$ cat src/rtl/knight_pkg.sv
// Shared constants and types for the knight's-tour motion sequencer.
package knight_pkg;

   localparam int NUM_MOVES = 24;

   // Command opcodes, field [15:12]
   localparam logic [3:0] MOVE         = 4'b0010;
   localparam logic [3:0] MOVE_FANFARE = 4'b0011;

   // Headings, field [11:4]
   localparam logic [7:0] NORTH = 8'h00;
   localparam logic [7:0] WEST  = 8'h3F;
   localparam logic [7:0] SOUTH = 8'h7F;
   localparam logic [7:0] EAST  = 8'hBF;

   typedef enum logic [2:0] {IDLE, VERT, WAIT_V, HORZ, WAIT_H} state_t;

   function automatic logic [15:0] mk_cmd(input logic [3:0] op, input logic [7:0] hd,
                                          input logic [3:0] sq);
      return {op, hd, sq};
   endfunction

endpackage

$ cat src/rtl/move_decoder.sv
// Splits a one-hot knight move into a vertical move and a horizontal
// move-with-fanfare command. Lowest set bit wins; an empty move yields
// zero-square commands with heading 00.
module move_decoder
   import knight_pkg::*;
(
   input  logic [7:0]  move,
   output logic [15:0] vert_cmd,
   output logic [15:0] horz_cmd
);

   logic signed [3:0] dx, dy;
   logic [3:0]        adx, ady;
   logic [7:0]        v_hd, h_hd;

   // Displacement of the lowest set move bit (+x east, +y north)
   always_comb begin
      dx = 4'sd0;
      dy = 4'sd0;
      casez (move)
         8'b???????1: begin dx =  4'sd1; dy =  4'sd2; end
         8'b??????10: begin dx = -4'sd1; dy =  4'sd2; end
         8'b?????100: begin dx = -4'sd2; dy =  4'sd1; end
         8'b????1000: begin dx = -4'sd2; dy = -4'sd1; end
         8'b???10000: begin dx = -4'sd1; dy = -4'sd2; end
         8'b??100000: begin dx =  4'sd1; dy = -4'sd2; end
         8'b?1000000: begin dx =  4'sd2; dy = -4'sd1; end
         8'b10000000: begin dx =  4'sd2; dy =  4'sd1; end
         default:     begin dx =  4'sd0; dy =  4'sd0; end
      endcase
   end

   // Heading and magnitude; zero displacement keeps heading 00
   always_comb begin
      ady  = (dy < 0) ? 4'(-dy) : 4'(dy);
      adx  = (dx < 0) ? 4'(-dx) : 4'(dx);
      v_hd = (dy < 0) ? SOUTH : NORTH;
      h_hd = (dx < 0) ? WEST : ((dx > 0) ? EAST : NORTH);
      vert_cmd = mk_cmd(MOVE, v_hd, ady);
      horz_cmd = mk_cmd(MOVE_FANFARE, h_hd, adx);
   end

endmodule

$ cat src/rtl/tour_sequencer.sv
// Walks the solved tour one move at a time, issuing a vertical then a
// horizontal command per move over the command-processor handshake. Outside
// a tour the UART command path is muxed straight through.
module tour_sequencer
   import knight_pkg::*;
#(
   parameter logic [7:0] POS_ACK = 8'hA5,
   parameter logic [7:0] INT_ACK = 8'h5A
) (
   input  logic        clk,
   input  logic        rst_n,
   input  logic        start_tour,
   input  logic [7:0]  move,
   output logic [4:0]  mv_indx,
   input  logic [15:0] cmd_UART,
   input  logic        cmd_rdy_UART,
   output logic        clr_cmd_rdy_UART,
   output logic [15:0] cmd,
   output logic        cmd_rdy,
   input  logic        clr_cmd_rdy,
   input  logic        send_resp,
   output logic [7:0]  resp
);

   localparam logic [4:0] LAST_IDX = 5'(NUM_MOVES - 1);

   state_t      state;
   logic        rdy_q;    // tour-side cmd_rdy, set on VERT/HORZ entry
   logic        last_q;   // in WAIT_H of the final move
   logic [15:0] vert_cmd, horz_cmd;

   // move is read by the registered mv_indx, so the decoded command is
   // fixed for the whole time the state machine sits on one index
   move_decoder u_dec (
      .move     (move),
      .vert_cmd (vert_cmd),
      .horz_cmd (horz_cmd)
   );

   // Tour state machine with registered handshake flags
   always_ff @(posedge clk or negedge rst_n) begin
      if (!rst_n) begin
         state   <= IDLE;
         mv_indx <= '0;
         rdy_q   <= 1'b0;
         last_q  <= 1'b0;
      end else begin
         case (state)
            IDLE: if (start_tour) begin
               mv_indx <= '0;
               rdy_q   <= 1'b1;
               state   <= VERT;
            end
            VERT: if (clr_cmd_rdy) begin
               rdy_q <= 1'b0;
               state <= WAIT_V;
            end
            WAIT_V: if (send_resp) begin
               rdy_q <= 1'b1;
               state <= HORZ;
            end
            HORZ: if (clr_cmd_rdy) begin
               rdy_q  <= 1'b0;
               last_q <= (mv_indx == LAST_IDX);
               state  <= WAIT_H;
            end
            WAIT_H: if (send_resp) begin
               last_q <= 1'b0;
               if (last_q) begin
                  mv_indx <= '0;
                  rdy_q   <= 1'b0;
                  state   <= IDLE;
               end else begin
                  mv_indx <= mv_indx + 5'd1;
                  rdy_q   <= 1'b1;
                  state   <= VERT;
               end
            end
            default: state <= IDLE;
         endcase
      end
   end

   // Output mux: UART pass-through in IDLE, tour commands otherwise
   always_comb begin
      if (state == IDLE) begin
         cmd              = cmd_UART;
         cmd_rdy          = cmd_rdy_UART;
         clr_cmd_rdy_UART = clr_cmd_rdy;
         resp             = POS_ACK;
      end else begin
         cmd              = (state == VERT || state == WAIT_V) ? vert_cmd : horz_cmd;
         cmd_rdy          = rdy_q;
         clr_cmd_rdy_UART = 1'b0;
         resp             = last_q ? POS_ACK : INT_ACK;
      end
   end

endmodule

$ cat config.mk
export PLATFORM = sky130hd
export DESIGN_NAME = tour_sequencer
export DESIGN_NICKNAME = d
export VERILOG_FILES = /design/src/rtl/knight_pkg.sv /design/src/rtl/move_decoder.sv /design/src/rtl/tour_sequencer.sv
export SDC_FILE = /design/constraint.sdc
export NUM_CORES = 1
export LEC_CHECK = 0
export BUFFER_PORTS_ARGS = -buffer_cell sky130_fd_sc_hd__buf_2
export CELL_PAD_IN_SITES_DETAIL_PLACEMENT = 1
export CELL_PAD_IN_SITES_GLOBAL_PLACEMENT = 1
export CORE_AREA = 2 2 60 62
export DETAILED_ROUTE_END_ITERATION = 16
export DIE_AREA = 0 0 62 64
export PLACE_DENSITY = 0.83
export SYNTH_ARGS = -nofsm -noshare
export SYNTH_HDL_FRONTEND = slang
export SYNTH_SLANG_ARGS = --single-unit
$ cat constraint.sdc
create_clock -name clk -period 5.87 [get_ports clk]
set_input_delay 1.174 -clock clk [delete_from_list [all_inputs] [get_ports clk]]
set_output_delay 1.174 -clock clk [all_outputs]
set_load 0.01 [all_outputs]
After elaboration in Yosys (flattened, before gate mapping)
Index checks and enable logic that the tools add are counted.
- flip-flop bits (word level): 10
- add/sub/neg operators: 3
- order comparisons: 3
- equality and inequality tests: 18
- mux-type cells: 33
- reduce and logical (&&, ||, !) cells: 18
- operator list (kind ; number):
    two-way mux 8 bit ; 4
    case mux 4 bit (4 select lines) ; 2
    OR reduction 2 bit ; 9
    two-way mux 16 bit ; 1
    two-way mux 3 bit ; 5
    two-way mux 5 bit ; 3
    case mux 3 bit (5 select lines) ; 1
    two-way mux 13 bit ; 1
    == test 5 bit (second input constant) ; 2
    two-way mux 1 bit ; 10
    != test 2 bit (second input constant) ; 5
    case mux 5 bit (2 select lines) ; 1
    AND reduction 5 bit ; 2
    == test 8 bit (second input constant) ; 1
    less-than comparator 4 x 1 -> 1 bit (second input constant) ; 2
    two-way mux 4 bit ; 2
    negator 4 bit ; 2
    == test 7 bit (second input constant) ; 1
    two-way mux 7 bit ; 1
    == test 3 x 2 -> 1 bit (second input constant) ; 2
    == test 3 bit (second input constant) ; 2
    == test 6 bit (second input constant) ; 1
    AND reduction 3 bit ; 2
    adder 5 x 1 -> 5 bit (second input constant) ; 1
    other kinds (11) ; 12

Depth between registers and ports, before layout
Gate-level depths: netlist of run 1.
- depth after elaboration: 8
- depth in mapped cells: 8

Hierarchy
Synthesis of run 1 repeated with hierarchy kept, for this count alone.
- cells, all modules: 194
- area, all modules: 1383.8 um^2
- by module, submodules not included (module ; instances ; cells an instance ; area each (um^2)):
    tour_sequencer ; 1 ; 146 ; 1041.0
    move_decoder ; 1 ; 48 ; 342.8

Worst setup path after synthesis of run 1
No wires, ideal clock.
- path kind: in2out
- start: input port move[4]
- end: output port cmd[1]
- arrival: 2.994 ns
- data required time: 4.696 ns
- setup slack: 1.702 ns
- cell stages on the path: 8
- buffers on the path: 0
- path through: or2_2 a21oi_1 o31ai_1 ha_1 inv_1 o31a_1 or4b_1 o211ai_1
- word-level cells in the longest chain between the ends: 7
- RTL lines (element ; RTL line ; source):
    start, declared ; tour_sequencer.sv:13 ; input logic [7:0] move,
    == test 8 bit (tied with other cells) ; move_decoder.sv:20 ; casez (move)
    OR reduction 2 bit (no source line) ; -- ;
    case mux 4 bit (4 select lines) ; move_decoder.sv:20 ;
    negator 4 bit (tied with other cells) ; move_decoder.sv:36 ; adx = (dx < 0) ? 4'(-dx) : 4'(dx);
    two-way mux 4 bit, on equally long branches ; move_decoder.sv:36, move_decoder.sv:35 ;
    two-way mux 13 bit * ; tour_sequencer.sv:92 ; cmd = (state == VERT || state == WAIT_V) ? vert_cmd : horz_cmd;
    two-way mux 16 bit * ; tour_sequencer.sv:86 ; if (state == IDLE) begin
    end, declared ; tour_sequencer.sv:18 ; output logic [15:0] cmd,
Every way passes the cells marked *; elsewhere a longest branch is shown, timed or not.

Worst setup path in the final report of run 1
- start: input port move[1]
- end: output port cmd[1]
- word-level cells in the longest chain between the ends: 7
- RTL lines (element ; RTL line):
    == test 8 bit (tied with other cells) ; move_decoder.sv:20
    OR reduction 2 bit (no source line) ; --
    case mux 4 bit (4 select lines) ; move_decoder.sv:20
    negator 4 bit (tied with other cells) ; move_decoder.sv:36
    two-way mux 4 bit, on equally long branches ; move_decoder.sv:36, move_decoder.sv:35
    two-way mux 13 bit * ; tour_sequencer.sv:92
    two-way mux 16 bit * ; tour_sequencer.sv:86
Marks and branches as above.

==> impl_metrics.xml, run 1 <==
<?xml version="1.0" encoding="UTF-8"?>
<metrics>
  <group name="clock_tree">
    <metric name="clock_path_buffers" unit="">2</metric>
    <metric name="clock_insertion_delay_worst_skew" unit="ns">0.26</metric>
    <metric name="cts.root.buffer_cell" unit="">sky130_fd_sc_hd__clkbuf_4</metric>
    <metric name="postCtsResizedCells" unit="">0</metric>
    <metric name="tritoncts" unit="">built</metric>
    <metric name="numCtsBuffers" unit="">3</metric>
    <metric name="worst_setup_hold_path_clk_slew" unit="ns">0.06</metric>
    <metric name="cts.htree.levels" unit="">1</metric>
    <metric name="cts_setup_buffers" unit="">0</metric>
    <metric name="clkSinkCount" unit="">10</metric>
    <metric name="cts.hold.buffers_added" unit="">0</metric>
  </group>
  <group name="setup_path">
    <metric name="timing.critical_path.fanout_max" unit="">4</metric>
    <metric name="worst_ep_required_time" unit="ns">4.70</metric>
    <metric name="worst_setup_path_end_kind" unit="">output port</metric>
    <metric name="maximum_single_stage_delay_on_the_critical_path" unit="ns">0.47</metric>
    <metric name="critical-path-top-cell-by-count" unit="">sky130_fd_sc_hd__buf_2</metric>
    <metric name="timing.critical_path.slowest_stage_cell" unit="">sky130_fd_sc_hd__or4b_1</metric>
    <metric name="worst_setup_path_start_kind" unit="">input port</metric>
    <metric name="worst-endpoint-arrival" unit="ns">3.37</metric>
    <metric name="timing.setup.critical_path_class" unit="">in2out</metric>
    <metric name="cp_cell_sequence" unit="">buf_2, or2_2, a21oi_1, o31ai_1, ha_1, inv_1, o31a_1, or4b_1, o211ai_1, buf_2</metric>
  </group>
  <group name="pwr">
    <metric name="leakage" unit="nW">0.668</metric>
    <metric name="ir_worst_vdd" unit="V">0.000105</metric>
    <metric name="cellPowerDensity" unit="mW/mm²">477</metric>
  </group>
  <group name="placement">
    <metric name="dp_hpwl" unit="µm">2410</metric>
    <metric name="buffer_ports.inserted" unit="">60</metric>
    <metric name="placement.setup.worst_slack" unit="ns">1.33</metric>
    <metric name="place.gp.congestion" unit="">0.849</metric>
  </group>
  <group name="die">
    <metric name="fp.dieH" unit="µm">64</metric>
    <metric name="core.rowCount" unit="">21</metric>
    <metric name="initial_core_util" unit="%">30.2</metric>
    <metric name="die_w" unit="µm">62</metric>
    <metric name="core_region_area" unit="mm²">0.00328</metric>
    <metric name="design.die.area" unit="mm²">0.00397</metric>
    <metric name="floorplan.io_pins" unit="">61</metric>
  </group>
  <group name="yosys">
    <metric name="netlist.top_cell.by_area" unit="">sky130_fd_sc_hd__dfrtp_1</metric>
    <metric name="yosys_warnings" unit="">0</metric>
    <metric name="synth-seq-area-share" unit="%">25.2</metric>
    <metric name="syn-cell-area" unit="µm²">992</metric>
    <metric name="synth.ff_latch_count" unit="">10</metric>
    <metric name="netlist.area_leader.share" unit="%">25.2</metric>
    <metric name="netlist_instances" unit="">127</metric>
    <metric name="synth_top_flop_cell" unit="">sky130_fd_sc_hd__dfrtp_1</metric>
    <metric name="synth_nets" unit="">160</metric>
    <metric name="synth.area.top_cells" unit="">sky130_fd_sc_hd__dfrtp_1 (25%), sky130_fd_sc_hd__o21ai_0 (5.5%), sky130_fd_sc_hd__nand2_1 (4.9%)</metric>
    <metric name="avgSynthCellArea" unit="µm²">7.81</metric>
    <metric name="synth_enable_flop_cells" unit="">0</metric>
    <metric name="async_flop_share" unit="%">100</metric>
    <metric name="synth.distinct_cells" unit="">41</metric>
  </group>
  <group name="timing">
    <metric name="number_of_hold_violations_in_the_final_report" unit="">0</metric>
    <metric name="setup_tns" unit="ns">0</metric>
    <metric name="grt_setup_unrepaired" unit="">false</metric>
    <metric name="layout_min_cycle_time" unit="ns">4.55</metric>
    <metric name="final-setup-viol-count" unit="">0</metric>
    <metric name="tightestPinTransition" unit="ns">0.851</metric>
    <metric name="fin_crit_sh" unit="%">77.4</metric>
    <metric name="maximum_clock_frequency" unit="GHz">0.220</metric>
    <metric name="final.setup.worst_slack" unit="ns">1.32</metric>
    <metric name="slew_headroom" unit="%">43.0</metric>
    <metric name="slew_viol_final" unit="">0</metric>
    <metric name="finalClockSkew" unit="ns">0.000490</metric>
  </group>
  <group name="global_routing">
    <metric name="number_of_global_route_vias_before_repair" unit="">1098</metric>
    <metric name="number_of_antenna_violations_at_the_first_check_in_global_routing" unit="">0</metric>
    <metric name="grt_start_max_net_pins" unit="">17</metric>
    <metric name="global_route.usage.total" unit="%">15.3</metric>
    <metric name="gr-total-overflow" unit="">0</metric>
    <metric name="grt_first_pass_wirelength" unit="µm">4760</metric>
  </group>
  <group name="cells_and_area">
    <metric name="finish.net_count" unit="">214</metric>
    <metric name="area_delta_synth_final" unit="%">30.3</metric>
    <metric name="post_route_cells_drive_above_1_share" unit="%">40.2</metric>
    <metric name="diodes_inserted" unit="">0</metric>
    <metric name="postLayoutCoreUtil" unit="%">39.4</metric>
  </group>
  <group name="worst_hold_path">
    <metric name="hold_class" unit="">reg2reg</metric>
  </group>
  <group name="route">
    <metric name="detail_route.iter0.violations" unit="">51</metric>
    <metric name="detailedRoute.firstPassIterationCount" unit="">4</metric>
    <metric name="post_drt_wl_per_cell" unit="µm">13.2</metric>
    <metric name="detail_route.drc_violations" unit="">0</metric>
    <metric name="num_vias" unit="">1110</metric>
    <metric name="drt-total-wl" unit="µm">2960</metric>
    <metric name="postRouteAntennaNets" unit="">0</metric>
    <metric name="via_per_inst" unit="">4.93</metric>
  </group>
  <group name="job">
    <metric name="drv.max_cap_violation_count" unit="">0</metric>
  </group>
  <group name="status">
    <metric name="run_status" unit="">finished, final reports clean</metric>
  </group>
</metrics>
-- where the power goes --
| part | switching, mW | leakage (nW) | internal, mW |
|---|---|---|---|
| Sequential | 0.0366 | 0.133 | 0.0837 |
| Combinational | 0.250 | 0.521 | 0.202 |
| Clock | 0.0212 | 0.0138 | 0.0236 |
-- cells by family (layout without fill, tap and decap cells) --
family	after synthesis	after routing	synth area share [%]
compound gates	37	37	26.7
xor+xnor	1	1	0.883
fa+ha+maj	3	3	3.78
buf+inv	15	67	9.58
flops	10	10	25.2
mux	1	1	1.01
simple gates	60	60	32.8
-- metrics by stage --
step,total power [mW],hold slack [ns],area (µm²),cells
CTS,0.630,0.518,1290,225
finish,0.617,0.507,1290,225
floorplan,0.455,0.462,992,127
global route,0.678,0.530,1290,225
global placement,0.573,0.495,1270,222
detailed placement,0.582,0.501,1270,222
-- Yosys cell counts, drive strengths merged (2+ instances only) --
| master | n |
|---|---|
| nor2 | 14 |
| nand2 | 13 |
| o21ai | 12 |
| dfrtp | 10 |
| buf | 9 |
| a21o | 6 |
| or2 | 6 |
| nand2b | 5 |
| and2 | 4 |
| inv | 4 |
| nand3 | 4 |
| a21oi | 3 |
| a22o | 3 |
| ha | 3 |
| nor3 | 3 |
| nor4 | 3 |
| o31ai | 3 |
| clkbuf | 2 |
| nand4b | 2 |
| o211ai | 2 |
| or3b | 2 |
-- registers in the layout, summed over array words and instances, names as in the netlist --
register	flops
last_q	1
rdy_q	1
mv_indx	5
state	3
-- per-layer routing --
layer	vias to the layer above	part of all wire, %	wire length (µm)	global-route usage (%)
li1	556	-	-	-
met1	512	43	1290	19.2
met2	38	49	1460	25.8
met3	4	5.9	175	2.43
met4	0	1.2	36	5.05
met5	-	0	0	0
-- worst max-delay path: cells and delay by family --
kind                     cells  cell delay, ns
AO/OA/AOI/OAI                4            0.82
AND/OR/NAND/NOR              2            0.79
buffers and inverters        3            0.31
adder cells (fa/ha/maj)      1            0.29
-- final timing paths --
path	to	cells after the start	slack (ns)	startpoint
max in group asynchronous	state[2]	1	4.91	rst_n
worst min-delay path	rdy_q	2	0.51	rdy_q
worst max-delay path	cmd[1]	10	1.32	move[1]
worst max register to register	state[0]	4	4.16	state[0]
min in group asynchronous	mv_indx[2]	1	0.77	rst_n
worst min register to register	rdy_q	2	0.51	rdy_q
-- placed cells by master, fill, tap and decap left out, drive strengths merged, types with 3 or more instances in the layout --
cell     n
a21o     6
a21oi    3
a22o     3
and2     4
buf     60
clkbuf   3
dfrtp   10
ha       3
inv      4
nand2   13
nand2b   5
nand3    4
nor2    14
nor3     3
nor4     3
o21ai   12
o31ai    3
or2      6
-- layout make-up --
class / count / area, µm²
fillers: 442 / 1990
multi-input cells: 102 / 647
repair buffers: 60 / 300
flip-flops and latches: 10 / 250
well taps: 46 / 57.6
clock buffers: 3 / 22.5
inverters: 4 / 15.0
No activity file was read; power rests on OpenSTA's default activity.
==> run 2: changes to the inputs <==
- ABC_AREA: default -> 1
- CORE_AREA: 2 2 60 62 -> 2 2 64 66
- DIE_AREA: 0 0 62 64 -> 0 0 66 68
- PLACE_DENSITY: 0.83 -> 0.78
- clock period: 5.87 -> 4.3 ns (I/O delays scaled with it)
==> impl_metrics.xml, run 2 <==
<?xml version="1.0" encoding="UTF-8"?>
<metrics>
  <group name="yosys">
    <metric name="netlist.area_leader.share" unit="%">25.6</metric>
    <metric name="synth_top_flop_cell" unit="">sky130_fd_sc_hd__dfrtp_1</metric>
    <metric name="avgSynthCellArea" unit="µm²">5.95</metric>
    <metric name="yosys_warnings" unit="">0</metric>
    <metric name="largest_family_of_logic_cells_by_synthesized_area" unit="">simple AND/OR/NAND/NOR gates</metric>
    <metric name="synth.ff_latch_count" unit="">10</metric>
    <metric name="synth_enable_flop_cells" unit="">0</metric>
    <metric name="synth-seq-area-share" unit="%">25.6</metric>
    <metric name="async_flop_share" unit="%">100</metric>
    <metric name="netlist.top_cell.by_area" unit="">sky130_fd_sc_hd__dfrtp_1</metric>
    <metric name="synth_nets" unit="">197</metric>
    <metric name="synth_most_common_cell" unit="">sky130_fd_sc_hd__nand2_1</metric>
    <metric name="synthXorXnorAreaFrac" unit="%">1.79</metric>
    <metric name="netlist_instances" unit="">164</metric>
    <metric name="synthMuxAreaShare" unit="%">0</metric>
    <metric name="synth_simple_gate_area_share" unit="%">42.1</metric>
    <metric name="post_synthesis_share_of_cell_area_spent_on_full_adders_half_adders_and_majority_gates" unit="%">3.85</metric>
    <metric name="synth_compound_area_share" unit="%">12.2</metric>
    <metric name="synth_common_cells" unit="">sky130_fd_sc_hd__nand2_1 (50), sky130_fd_sc_hd__nor2_1 (26), sky130_fd_sc_hd__inv_1 (21), sky130_fd_sc_hd__dfrtp_1 (10)</metric>
    <metric name="synth.area.top_cells" unit="">sky130_fd_sc_hd__dfrtp_1 (26%), sky130_fd_sc_hd__nand2_1 (19%), sky130_fd_sc_hd__nor2_1 (10%)</metric>
    <metric name="syn-cell-area" unit="µm²">976</metric>
    <metric name="synth.distinct_cells" unit="">26</metric>
  </group>
  <group name="die">
    <metric name="initial_core_util" unit="%">25.3</metric>
    <metric name="die_w" unit="µm">66</metric>
    <metric name="core.rowCount" unit="">23</metric>
    <metric name="core_region_area" unit="mm²">0.00386</metric>
    <metric name="fp.dieH" unit="µm">68</metric>
    <metric name="floorplan.io_pins" unit="">61</metric>
    <metric name="design.die.area" unit="mm²">0.00449</metric>
  </group>
  <group name="status">
    <metric name="run_status" unit="">finished, final reports clean</metric>
  </group>
  <group name="setup_path">
    <metric name="worst-endpoint-arrival" unit="ns">2.26</metric>
    <metric name="timing.critical_path.slowest_stage_cell" unit="">sky130_fd_sc_hd__ha_1</metric>
    <metric name="cp_cell_sequence" unit="">buf_2, nor2_1, nand3_1, nand2_1, inv_1, ha_1, nand3_1, nand2_1, nand2_1, nand2_1, nor2_1, nor2_1, buf_2</metric>
    <metric name="worst_setup_path_start_kind" unit="">input port</metric>
    <metric name="timing.setup.critical_path_class" unit="">in2out</metric>
    <metric name="critical-path-top-delay-family" unit="">simple AND/OR/NAND/NOR gates</metric>
    <metric name="critical-path-top-cell-by-count" unit="">sky130_fd_sc_hd__nand2_1</metric>
    <metric name="worst_ep_required_time" unit="ns">3.44</metric>
    <metric name="timing.critical_path.fanout_max" unit="">3</metric>
    <metric name="maximum_single_stage_delay_on_the_critical_path" unit="ns">0.28</metric>
    <metric name="worst_setup_path_end_kind" unit="">output port</metric>
    <metric name="cp.buffers_inverters" unit="">3</metric>
  </group>
  <group name="clock_tree">
    <metric name="cts.root.buffer_cell" unit="">sky130_fd_sc_hd__clkbuf_8</metric>
    <metric name="numCtsBuffers" unit="">3</metric>
    <metric name="clock_insertion_delay_worst_skew" unit="ns">0.24</metric>
    <metric name="tritoncts" unit="">built</metric>
    <metric name="worst_setup_hold_path_clk_slew" unit="ns">0.05</metric>
    <metric name="clkSinkCount" unit="">10</metric>
    <metric name="postCtsResizedCells" unit="">0</metric>
    <metric name="cts.hold.buffers_added" unit="">0</metric>
    <metric name="cts_setup_buffers" unit="">0</metric>
    <metric name="clock_path_buffers" unit="">2</metric>
    <metric name="cts.htree.levels" unit="">1</metric>
  </group>
  <group name="timing">
    <metric name="grt_setup_unrepaired" unit="">false</metric>
    <metric name="fin_crit_sh" unit="%">72.6</metric>
    <metric name="layout_min_cycle_time" unit="ns">3.12</metric>
    <metric name="maximum_clock_frequency" unit="GHz">0.321</metric>
    <metric name="final-setup-viol-count" unit="">0</metric>
    <metric name="slew_viol_final" unit="">0</metric>
    <metric name="number_of_hold_violations_in_the_final_report" unit="">0</metric>
    <metric name="slew_headroom" unit="%">74.1</metric>
    <metric name="tightestPinTransition" unit="ns">0.387</metric>
    <metric name="finalClockSkew" unit="ns">0.00103</metric>
    <metric name="setup_tns" unit="ns">0</metric>
  </group>
  <group name="pwr">
    <metric name="cellPowerDensity" unit="mW/mm²">653</metric>
    <metric name="ir_worst_vdd" unit="V">0.000217</metric>
    <metric name="leakage" unit="nW">0.775</metric>
    <metric name="design_power_total" unit="µW">865</metric>
  </group>
  <group name="route">
    <metric name="num_vias" unit="">1214</metric>
    <metric name="via_per_inst" unit="">4.51</metric>
    <metric name="postRouteAntennaNets" unit="">0</metric>
    <metric name="post_drt_wl_per_cell" unit="µm">10.5</metric>
    <metric name="detail_route.iter0.violations" unit="">22</metric>
    <metric name="detailedRoute.firstPassIterationCount" unit="">4</metric>
    <metric name="detail_route.drc_violations" unit="">0</metric>
    <metric name="drt-total-wl" unit="µm">2830</metric>
  </group>
  <group name="global_routing">
    <metric name="number_of_global_route_vias_before_repair" unit="">1153</metric>
    <metric name="grt_first_pass_wirelength" unit="µm">4820</metric>
    <metric name="global_route.usage.total" unit="%">13.4</metric>
    <metric name="gr-total-overflow" unit="">0</metric>
    <metric name="grt_start_max_net_pins" unit="">15</metric>
    <metric name="number_of_antenna_violations_at_the_first_check_in_global_routing" unit="">0</metric>
  </group>
  <group name="cells_and_area">
    <metric name="post_route_cells_drive_above_1_share" unit="%">32.9</metric>
    <metric name="registers.top_by_ff_count" unit="">mv_indx</metric>
    <metric name="layout_common_cells" unit="">sky130_fd_sc_hd__buf_2 (60), sky130_fd_sc_hd__nand2_1 (50), sky130_fd_sc_hd__nor2_1 (26), sky130_fd_sc_hd__inv_1 (21), sky130_fd_sc_hd__dfrtp_1 (10)</metric>
    <metric name="number_of_flip_flops_in_the_largest_register" unit="">5</metric>
    <metric name="reg_top3" unit="">mv_indx x5, state x3</metric>
    <metric name="diodes_inserted" unit="">0</metric>
    <metric name="finalInstanceArea" unit="mm²">0.00133</metric>
    <metric name="final-instance-count-excl-fill" unit="">269</metric>
    <metric name="finish.net_count" unit="">254</metric>
    <metric name="area_delta_synth_final" unit="%">35.8</metric>
    <metric name="postLayoutCoreUtil" unit="%">34.4</metric>
    <metric name="layout.cells.most_common" unit="">sky130_fd_sc_hd__buf_2</metric>
  </group>
  <group name="placement">
    <metric name="dpl_cell_area" unit="mm²">0.00128</metric>
    <metric name="buffer_ports.inserted" unit="">60</metric>
    <metric name="place.gp.congestion" unit="">0.784</metric>
    <metric name="dp_hpwl" unit="µm">2350</metric>
    <metric name="post-place-cells" unit="">266</metric>
  </group>
  <group name="worst_hold_path">
    <metric name="hold_class" unit="">in2async</metric>
  </group>
  <group name="job">
    <metric name="drv.max_cap_violation_count" unit="">0</metric>
  </group>
</metrics>
-- run 2: stage by stage --
stage	setup WS [ns]	hold WS, ns
4_1_cts	1.17	0.485
2_1_floorplan	1.43	0.442
3_5_place_dp	1.17	0.483
5_1_grt	0.963	0.486
3_3_place_gp	1.20	0.464
6_report	1.18	0.478
-- run 2: kinds of logic after synthesis --
kind of cell    count (synthesis)
compound gates                 21
xor+xnor                        2
fa+ha+maj                       3
buf+inv                        31
flops                          10
simple gates                   97
-- run 2: final timing paths --
check	from	endpoint	slack, ns	depth (start not counted)
worst min-delay path	rst_n	mv_indx[3]	0.48	1
worst max-delay path	move[3]	cmd[1]	1.18	13
worst min register to register	rdy_q	rdy_q	0.50	2
worst max register to register	state[0]	rdy_q	2.67	7
min in group clk	rdy_q	rdy_q	0.50	2
max in group asynchronous	rst_n	rdy_q	3.63	1
-- run 2: layout make-up --
class / instances / area (µm²)
tap: 50 / 62.6
sequential: 10 / 250
inverter: 23 / 86.3
fill: 546 / 2530
clock buffer: 3 / 41.3
multi-input combinational: 123 / 584
timing repair buffer: 60 / 300
-- run 2: per-layer routing --
layer | global-route usage (%) | up-vias | wire length (µm)
met5 | 0 | - | 0
met4 | 3.83 | 0 | 36
met3 | 1.64 | 4 | 157
met2 | 24.7 | 32 | 1370
met1 | 16.3 | 555 | 1260
li1 | - | 623 | -
-- run 2: where the power goes --
part / switching, mW / total [mW] / internal [mW] / leakage, nW
sequential: 0.0242 / 0.139 / 0.115 / 0.134
combinational: 0.397 / 0.626 / 0.229 / 0.619
clock: 0.0382 / 0.0997 / 0.0615 / 0.0216
